$ cat config.mk
export PLATFORM = sky130hd
export DESIGN_NAME = router_fsm_flat
export DESIGN_NICKNAME = d
export VERILOG_FILES = /design/src/rtl/router_pkg.sv /design/src/rtl/router_fsm_if.sv /design/src/rtl/router_fsm.sv /design/src/flat_wrapper.sv
export SDC_FILE = /design/constraint.sdc
export NUM_CORES = 1
export LEC_CHECK = 0
export ABC_AREA = 1
export BUFFER_PORTS_ARGS = -buffer_cell sky130_fd_sc_hd__buf_4
export CAP_MARGIN = 5
export CORE_UTILIZATION = 35
export CTS_CLUSTER_DIAMETER = 30
export DETAILED_ROUTE_END_ITERATION = 12
export GPL_TIMING_DRIVEN = 0
export PLACE_DENSITY = 0.62
export SLEW_MARGIN = 25
export SYNTH_ARGS = -nofsm -noshare
export SYNTH_HDL_FRONTEND = slang
export SYNTH_SLANG_ARGS = --single-unit
export TNS_END_PERCENT = 1
$ cat constraint.sdc
create_clock -name clock -period 1.5 [get_ports clock]
set_clock_uncertainty 0.05 [all_clocks]
set_input_delay 0.3 -clock clock [delete_from_list [all_inputs] [get_ports clock]]
set_output_delay 0.3 -clock clock [all_outputs]
set_load 0.02 [all_outputs]
$ cat src/rtl/router_pkg.sv
// rtl/router_pkg.sv - shared types and constants for the router ingress controller
package router_pkg;

    localparam int ADDR_W    = 2;
    localparam int NUM_PORTS = 3;

    localparam logic [ADDR_W-1:0] INVALID_ADDR = 2'b11;

    // Ingress sequencing states; all eight codes are used so no code is unreachable.
    typedef enum logic [2:0] {
        ST_DA  = 3'd0,  // decode header address
        ST_LFD = 3'd1,  // write header byte
        ST_LD  = 3'd2,  // stream payload
        ST_FFS = 3'd3,  // stalled on full FIFO
        ST_LAF = 3'd4,  // resume after full
        ST_LP  = 3'd5,  // write parity byte
        ST_CPE = 3'd6,  // parity check strobe
        ST_WTE = 3'd7   // wait for destination FIFO to drain
    } state_t;

    // Selects the per-port flag addressed by addr; the invalid address selects nothing.
    function automatic logic port_sel(input logic [NUM_PORTS-1:0] vec,
                                      input logic [ADDR_W-1:0]    addr);
        logic sel;
        sel = 1'b0;
        case (addr)
            2'd0:    sel = vec[0];
            2'd1:    sel = vec[1];
            2'd2:    sel = vec[2];
            default: sel = 1'b0;
        endcase
        return sel;
    endfunction

    function automatic logic addr_ok(input logic [ADDR_W-1:0] addr);
        return addr != INVALID_ADDR;
    endfunction

endpackage

$ cat src/rtl/router_fsm_if.sv
// rtl/router_fsm_if.sv - source/sync-side signals of the router ingress controller
interface router_fsm_if;
    import router_pkg::*;

    logic              pkt_valid;
    logic [ADDR_W-1:0] data_in;
    logic              fifo_full;
    logic              fifo_empty_0;
    logic              fifo_empty_1;
    logic              fifo_empty_2;
    logic              soft_reset_0;
    logic              soft_reset_1;
    logic              soft_reset_2;
    logic              parity_done;
    logic              low_pkt_valid;

    logic              busy;
    logic              detect_add;
    logic              lfd_state;
    logic              ld_state;
    logic              laf_state;
    logic              full_state;
    logic              write_enb_reg;
    logic              rst_int_reg;
    logic [ADDR_W-1:0] dest;

    // Environment side: drives packet/status inputs, observes controller outputs.
    modport master (
        output pkt_valid, data_in, fifo_full,
        output fifo_empty_0, fifo_empty_1, fifo_empty_2,
        output soft_reset_0, soft_reset_1, soft_reset_2,
        output parity_done, low_pkt_valid,
        input  busy, detect_add, lfd_state, ld_state, laf_state,
        input  full_state, write_enb_reg, rst_int_reg, dest
    );

    // Controller side.
    modport slave (
        input  pkt_valid, data_in, fifo_full,
        input  fifo_empty_0, fifo_empty_1, fifo_empty_2,
        input  soft_reset_0, soft_reset_1, soft_reset_2,
        input  parity_done, low_pkt_valid,
        output busy, detect_add, lfd_state, ld_state, laf_state,
        output full_state, write_enb_reg, rst_int_reg, dest
    );

endinterface

$ cat src/rtl/router_fsm.sv
// rtl/router_fsm.sv - packet ingress sequencer for the 1x3 router
module router_fsm
    import router_pkg::*;
(
    input  logic         clock,
    input  logic         resetn,
    router_fsm_if.slave  bus
);

    state_t              state;
    state_t              state_nxt;
    logic [ADDR_W-1:0]   dest_q;

    logic [NUM_PORTS-1:0] fifo_empty;
    logic [NUM_PORTS-1:0] soft_reset;
    logic                 hdr_ok;
    logic                 soft_hit;

    assign fifo_empty = {bus.fifo_empty_2, bus.fifo_empty_1, bus.fifo_empty_0};
    assign soft_reset = {bus.soft_reset_2, bus.soft_reset_1, bus.soft_reset_0};

    // A header is accepted only while decoding, with pkt_valid and a routable address.
    assign hdr_ok   = bus.pkt_valid && addr_ok(bus.data_in);

    // Only the port currently being written can abort the packet.
    assign soft_hit = port_sel(soft_reset, dest_q);

    // State register.
    always_ff @(posedge clock or negedge resetn) begin
        if (!resetn) begin
            state <= ST_DA;
        end else begin
            state <= state_nxt;
        end
    end

    // Destination latch, loaded from the header during address decode.
    always_ff @(posedge clock or negedge resetn) begin
        if (!resetn) begin
            dest_q <= '0;
        end else if (state == ST_DA && hdr_ok) begin
            dest_q <= bus.data_in;
        end
    end

    // Next-state logic; soft reset of the addressed port overrides everything.
    always_comb begin
        state_nxt = ST_DA;
        case (state)
            ST_DA: begin
                if (hdr_ok) begin
                    state_nxt = port_sel(fifo_empty, bus.data_in) ? ST_LFD : ST_WTE;
                end else begin
                    state_nxt = ST_DA;
                end
            end
            ST_LFD: begin
                state_nxt = ST_LD;
            end
            ST_LD: begin
                if (bus.fifo_full) begin
                    state_nxt = ST_FFS;
                end else if (!bus.pkt_valid) begin
                    state_nxt = ST_LP;
                end else begin
                    state_nxt = ST_LD;
                end
            end
            ST_FFS: begin
                state_nxt = bus.fifo_full ? ST_FFS : ST_LAF;
            end
            ST_LAF: begin
                if (bus.parity_done) begin
                    state_nxt = ST_DA;
                end else if (bus.low_pkt_valid) begin
                    state_nxt = ST_LP;
                end else begin
                    state_nxt = ST_LD;
                end
            end
            ST_LP: begin
                state_nxt = ST_CPE;
            end
            ST_CPE: begin
                state_nxt = bus.fifo_full ? ST_FFS : ST_DA;
            end
            ST_WTE: begin
                state_nxt = port_sel(fifo_empty, dest_q) ? ST_LFD : ST_WTE;
            end
            default: begin
                state_nxt = ST_DA;
            end
        endcase

        if (state != ST_DA && soft_hit) begin
            state_nxt = ST_DA;
        end
    end

    logic busy_o;
    logic detect_add_o;
    logic lfd_o;
    logic ld_o;
    logic laf_o;
    logic full_o;
    logic we_o;
    logic rst_int_o;

    // Moore output decode from the current state only.
    always_comb begin
        busy_o       = 1'b0;
        detect_add_o = 1'b0;
        lfd_o        = 1'b0;
        ld_o         = 1'b0;
        laf_o        = 1'b0;
        full_o       = 1'b0;
        we_o         = 1'b0;
        rst_int_o    = 1'b0;
        case (state)
            ST_DA: begin
                detect_add_o = 1'b1;
            end
            ST_LFD: begin
                lfd_o  = 1'b1;
                busy_o = 1'b1;
                we_o   = 1'b1;
            end
            ST_LD: begin
                ld_o = 1'b1;
                we_o = 1'b1;
            end
            ST_FFS: begin
                full_o = 1'b1;
                busy_o = 1'b1;
            end
            ST_LAF: begin
                laf_o  = 1'b1;
                busy_o = 1'b1;
                we_o   = 1'b1;
            end
            ST_LP: begin
                busy_o = 1'b1;
                we_o   = 1'b1;
            end
            ST_CPE: begin
                rst_int_o = 1'b1;
                busy_o    = 1'b1;
            end
            ST_WTE: begin
                busy_o = 1'b1;
            end
            default: begin
                detect_add_o = 1'b1;
            end
        endcase
    end

    assign bus.busy          = busy_o;
    assign bus.detect_add    = detect_add_o;
    assign bus.lfd_state     = lfd_o;
    assign bus.ld_state      = ld_o;
    assign bus.laf_state     = laf_o;
    assign bus.full_state    = full_o;
    assign bus.write_enb_reg = we_o;
    assign bus.rst_int_reg   = rst_int_o;
    assign bus.dest          = dest_q;

endmodule

$ cat src/flat_wrapper.sv
// flat-port wrapper written by rule: the top's interface ports become plain ports
module router_fsm_flat import router_pkg::*;
  (clock, resetn, bus_pkt_valid, bus_data_in, bus_fifo_full, bus_fifo_empty_0, bus_fifo_empty_1, bus_fifo_empty_2, bus_soft_reset_0, bus_soft_reset_1, bus_soft_reset_2, bus_parity_done, bus_low_pkt_valid, bus_busy, bus_detect_add, bus_lfd_state, bus_ld_state, bus_laf_state, bus_full_state, bus_write_enb_reg, bus_rst_int_reg, bus_dest);
  router_fsm_if bus_i ();
  input  logic clock;
  input  logic resetn;
  input wire logic [$bits(bus_i.pkt_valid)-1:0] bus_pkt_valid;
  input wire logic [$bits(bus_i.data_in)-1:0] bus_data_in;
  input wire logic [$bits(bus_i.fifo_full)-1:0] bus_fifo_full;
  input wire logic [$bits(bus_i.fifo_empty_0)-1:0] bus_fifo_empty_0;
  input wire logic [$bits(bus_i.fifo_empty_1)-1:0] bus_fifo_empty_1;
  input wire logic [$bits(bus_i.fifo_empty_2)-1:0] bus_fifo_empty_2;
  input wire logic [$bits(bus_i.soft_reset_0)-1:0] bus_soft_reset_0;
  input wire logic [$bits(bus_i.soft_reset_1)-1:0] bus_soft_reset_1;
  input wire logic [$bits(bus_i.soft_reset_2)-1:0] bus_soft_reset_2;
  input wire logic [$bits(bus_i.parity_done)-1:0] bus_parity_done;
  input wire logic [$bits(bus_i.low_pkt_valid)-1:0] bus_low_pkt_valid;
  output wire logic [$bits(bus_i.busy)-1:0] bus_busy;
  output wire logic [$bits(bus_i.detect_add)-1:0] bus_detect_add;
  output wire logic [$bits(bus_i.lfd_state)-1:0] bus_lfd_state;
  output wire logic [$bits(bus_i.ld_state)-1:0] bus_ld_state;
  output wire logic [$bits(bus_i.laf_state)-1:0] bus_laf_state;
  output wire logic [$bits(bus_i.full_state)-1:0] bus_full_state;
  output wire logic [$bits(bus_i.write_enb_reg)-1:0] bus_write_enb_reg;
  output wire logic [$bits(bus_i.rst_int_reg)-1:0] bus_rst_int_reg;
  output wire logic [$bits(bus_i.dest)-1:0] bus_dest;
  assign bus_i.pkt_valid = bus_pkt_valid;
  assign bus_i.data_in = bus_data_in;
  assign bus_i.fifo_full = bus_fifo_full;
  assign bus_i.fifo_empty_0 = bus_fifo_empty_0;
  assign bus_i.fifo_empty_1 = bus_fifo_empty_1;
  assign bus_i.fifo_empty_2 = bus_fifo_empty_2;
  assign bus_i.soft_reset_0 = bus_soft_reset_0;
  assign bus_i.soft_reset_1 = bus_soft_reset_1;
  assign bus_i.soft_reset_2 = bus_soft_reset_2;
  assign bus_i.parity_done = bus_parity_done;
  assign bus_i.low_pkt_valid = bus_low_pkt_valid;
  assign bus_busy = bus_i.busy;
  assign bus_detect_add = bus_i.detect_add;
  assign bus_lfd_state = bus_i.lfd_state;
  assign bus_ld_state = bus_i.ld_state;
  assign bus_laf_state = bus_i.laf_state;
  assign bus_full_state = bus_i.full_state;
  assign bus_write_enb_reg = bus_i.write_enb_reg;
  assign bus_rst_int_reg = bus_i.rst_int_reg;
  assign bus_dest = bus_i.dest;
  router_fsm u_core (.clock(clock), .resetn(resetn), .bus(bus_i));
endmodule
==> impl_metrics.tcl <==
set metrics [dict create \
    wirelength_mm 1.381 \
    numPortBuffers 23 \
    cts_made_buffers 3 \
    drc 0 \
    grt_pass1_wl_mm 1.980 \
    critPathLaunchType "register" \
    crit_family "flip-flops" \
    layout-drive-gt1-share_pct 43.65 \
    dp_cells 130 \
    htree_levels 1 \
    cp.required_ns 1.15 \
    setup-violations-final 6 \
    drtIter0Drc 8 \
    tns_ns -0.1574 \
    cts_tree "done" \
    cts_buffer_depth 2 \
    fmax_ghz 0.6494 \
    cp_cell_sequence "buf_6 -> nor2_4 -> nand2_2 -> nand3_2 -> buf_6" \
    initial_core_util_pct 39.11 \
    p_per_area_nw_per_um2 2012 \
    io_pins 24 \
    finalCritPeriodShare_pct 102.7 \
    grt_use_total_pct 18.62 \
    worstPathArrival_ns 1.19 \
    final.setup.worst_slack_ns -0.03985 \
    area_growth_pct 62.09 \
    synth_cell_types 17 \
    ys.warnings.count 0 \
    endpoint_kind "output pin" \
    syn_avg_cell_area_sq_um 5.739 \
    antenna_found_initial 0 \
    critPathKind "reg -> out" \
    hold_violations 0 \
    dp_hpwl_mm 1.128 \
    cts-root-buf "clkbuf_4" \
    synth-seq-cells 5 \
    cap_violations 0 \
    grt_max_degree 11 \
    max_slew_margin_pct 86.43 \
    status "finished with violations" \
    die_w_um 40.84 \
    clk_pin_slew_ns 0.04 \
    drv_slew 0 \
    overflow 0 \
    num_antenna_cells 0 \
    instances_no_fill 141 \
    timing.critical_path.mode_cell "buf_6" \
    dr.pass1.iters 4 \
    fill_cells 136 \
    grt_pass1_vias 524 \
    worstSkewPairLatency_ns 0.24 \
    syn-cell-area_sq_um 528.0 \
    rsz0062_at_grt "yes" \
    gp_congestion 0.7325 \
    nNetsFinal 141 \
    die_h_um 40.84 \
    synth_top_area_share_pct 23.70 \
    crit_fanout 6 \
    vias 676 \
    path_buf_inv 2 \
    irDropWorstVdd_mv 1.149 \
    avgRoutedWirePerCell_um 9.794 \
    core_sq_um 1350 \
    max_stage_delay_ns 0.37 \
    violations "negative setup slack" \
    synth_seq_area_share_pct 23.70 \
    die-area_sq_um 1668 \
    vias_per_cell 4.794 \
    min_period_ns 1.540 \
    final_antenna_net_count 0 \
    worst_path_max_delay_cell "dfrtp_1" \
    ys_top_cells_by_area "dfrtp_1 24%, nand3_1 15%, nand2_1 15%, nor2_1 10%, inv_1 8.5%" \
    hold_class "in -> reg" \
    clock_sinks 5 \
    p_leak_nw 0.4764 \
    fp-row-count 13 \
    syn_nets 106 \
    synth.largest_area_cell "dfrtp_1" \
    syn_inst 92 \
    tightest_slew_ns 0.2036 \
]
-- state kept, by name, summed over array words and instances, names as in the netlist --
name	flops
u_core.state	3
u_core.bus.dest	2
-- kinds of logic after synthesis --
logic type             Yosys count  share of synthesized area [%]
buffers and inverters           17                          13.74
DFF                              5                          23.70
and+or+nand+nor                 63                          54.03
AOI/OAI and AO/OA                7                          8.530
-- area by class of cell --
class / instances / area, sq um / share of cell area (%)
sequential: 5 / 126.4 / 14.77
timing repair buffer: 30 / 246.5 / 28.80
buffer: 2 / 16.27 / 1.901
multi-input combinational: 70 / 362.8 / 42.40
clock buffer: 4 / 26.28 / 3.070
inverter: 15 / 58.81 / 6.871
tap: 15 / 18.77 / 2.193
-- worst reg2reg max path: stages, from the launching register on --
cell and delay [ns]:
dfrtp_1 0.37, buf_6 0.14, nor2_4 0.14, nand2_2 0.10
buf_4 0.14, nor2_1 0.09, nor2_1 0.05, nand2_1 0.06
nor2_1 0.04, nor2_1 0.08
-- timing repair --
item,in CTS,in global routing
hold buffers,1,0
pin swaps,3,4
hold endpoints to repair,5,0
gates resized for setup,9,7
setup buffers,3,3
endpoints found under the setup margin,6,8
-- cells in the mapped netlist --
master	n
buf_6	1
nand3_1	16
o21bai_1	1
nor3_1	1
buf_2	1
inv_1	12
nor2_1	14
nand2_1	21
nand4_1	3
o21ai_1	2
nand2_2	4
inv_2	3
a21oi_1	1
dfrtp_1	5
a21oi_2	2
nor2_2	4
o21ai_0	1
-- metal layers --
| layer | vias to the layer above | GRT usage [%] | wire length, um |
|---|---|---|---|
| met5 | - | 0 | 0 |
| li1 | 363 | - | - |
| met4 | 0 | 5.000 | 0 |
| met2 | 28 | 36.33 | 721 |
| met3 | 0 | 6.522 | 87 |
| met1 | 285 | 17.88 | 572 |
-- path summary, 6_finish.rpt --
kind,depth (start not counted),to,start,slack [ns]
max,5,bus_write_enb_reg,u_core.state[0],-0.04
min,3,u_core.bus.dest[1],bus_data_in[1],0.31
max reg2reg,9,u_core.state[2],u_core.state[0],0.17
min reg2reg,2,u_core.bus.dest[1],u_core.bus.dest[1],0.53
max in group asynchronous,2,u_core.state[1],resetn,0.94
min in group asynchronous,2,u_core.state[0],resetn,0.35
-- stage by stage --
| stage | hold slack (ns) | util [%] | instance area [sq um] | setup WS (ns) | total power [mW] |
|---|---|---|---|---|---|
| CTS | 0.3055 | 60.15 | 812.0 | -0.05874 | 1.609 |
| detailed placement | 0.05271 | 53.48 | 721.9 | 0.1617 | 1.318 |
| global route | 0.3387 | 63.39 | 855.8 | -0.09105 | 1.871 |
| floorplan | -0.04559 | - | 530.5 | 0.09178 | 0.9852 |
| finish | 0.3101 | 63.39 | 855.8 | -0.03985 | 1.722 |
| global placement | 0.05123 | 53.48 | 721.9 | 0.1475 | 1.315 |
-- placed cells by master, fill, tap and decap left out, drive strengths merged --
cell type,instances
buf,31
nor3,1
nand4,3
o21bai,1
dfrtp,5
clkbuf,4
o21ai,3
nand3,16
nor2,18
nand2,25
inv,15
dlygate4sd3,1
a21oi,3
-- report_power, final --
group	switching (mW)	total [mW]	internal (mW)
registers	0.0814	0.282	0.200
clock network	0.0535	0.154	0.100
logic	0.709	1.29	0.578
Note: power is estimated with default switching activity, not from simulation.
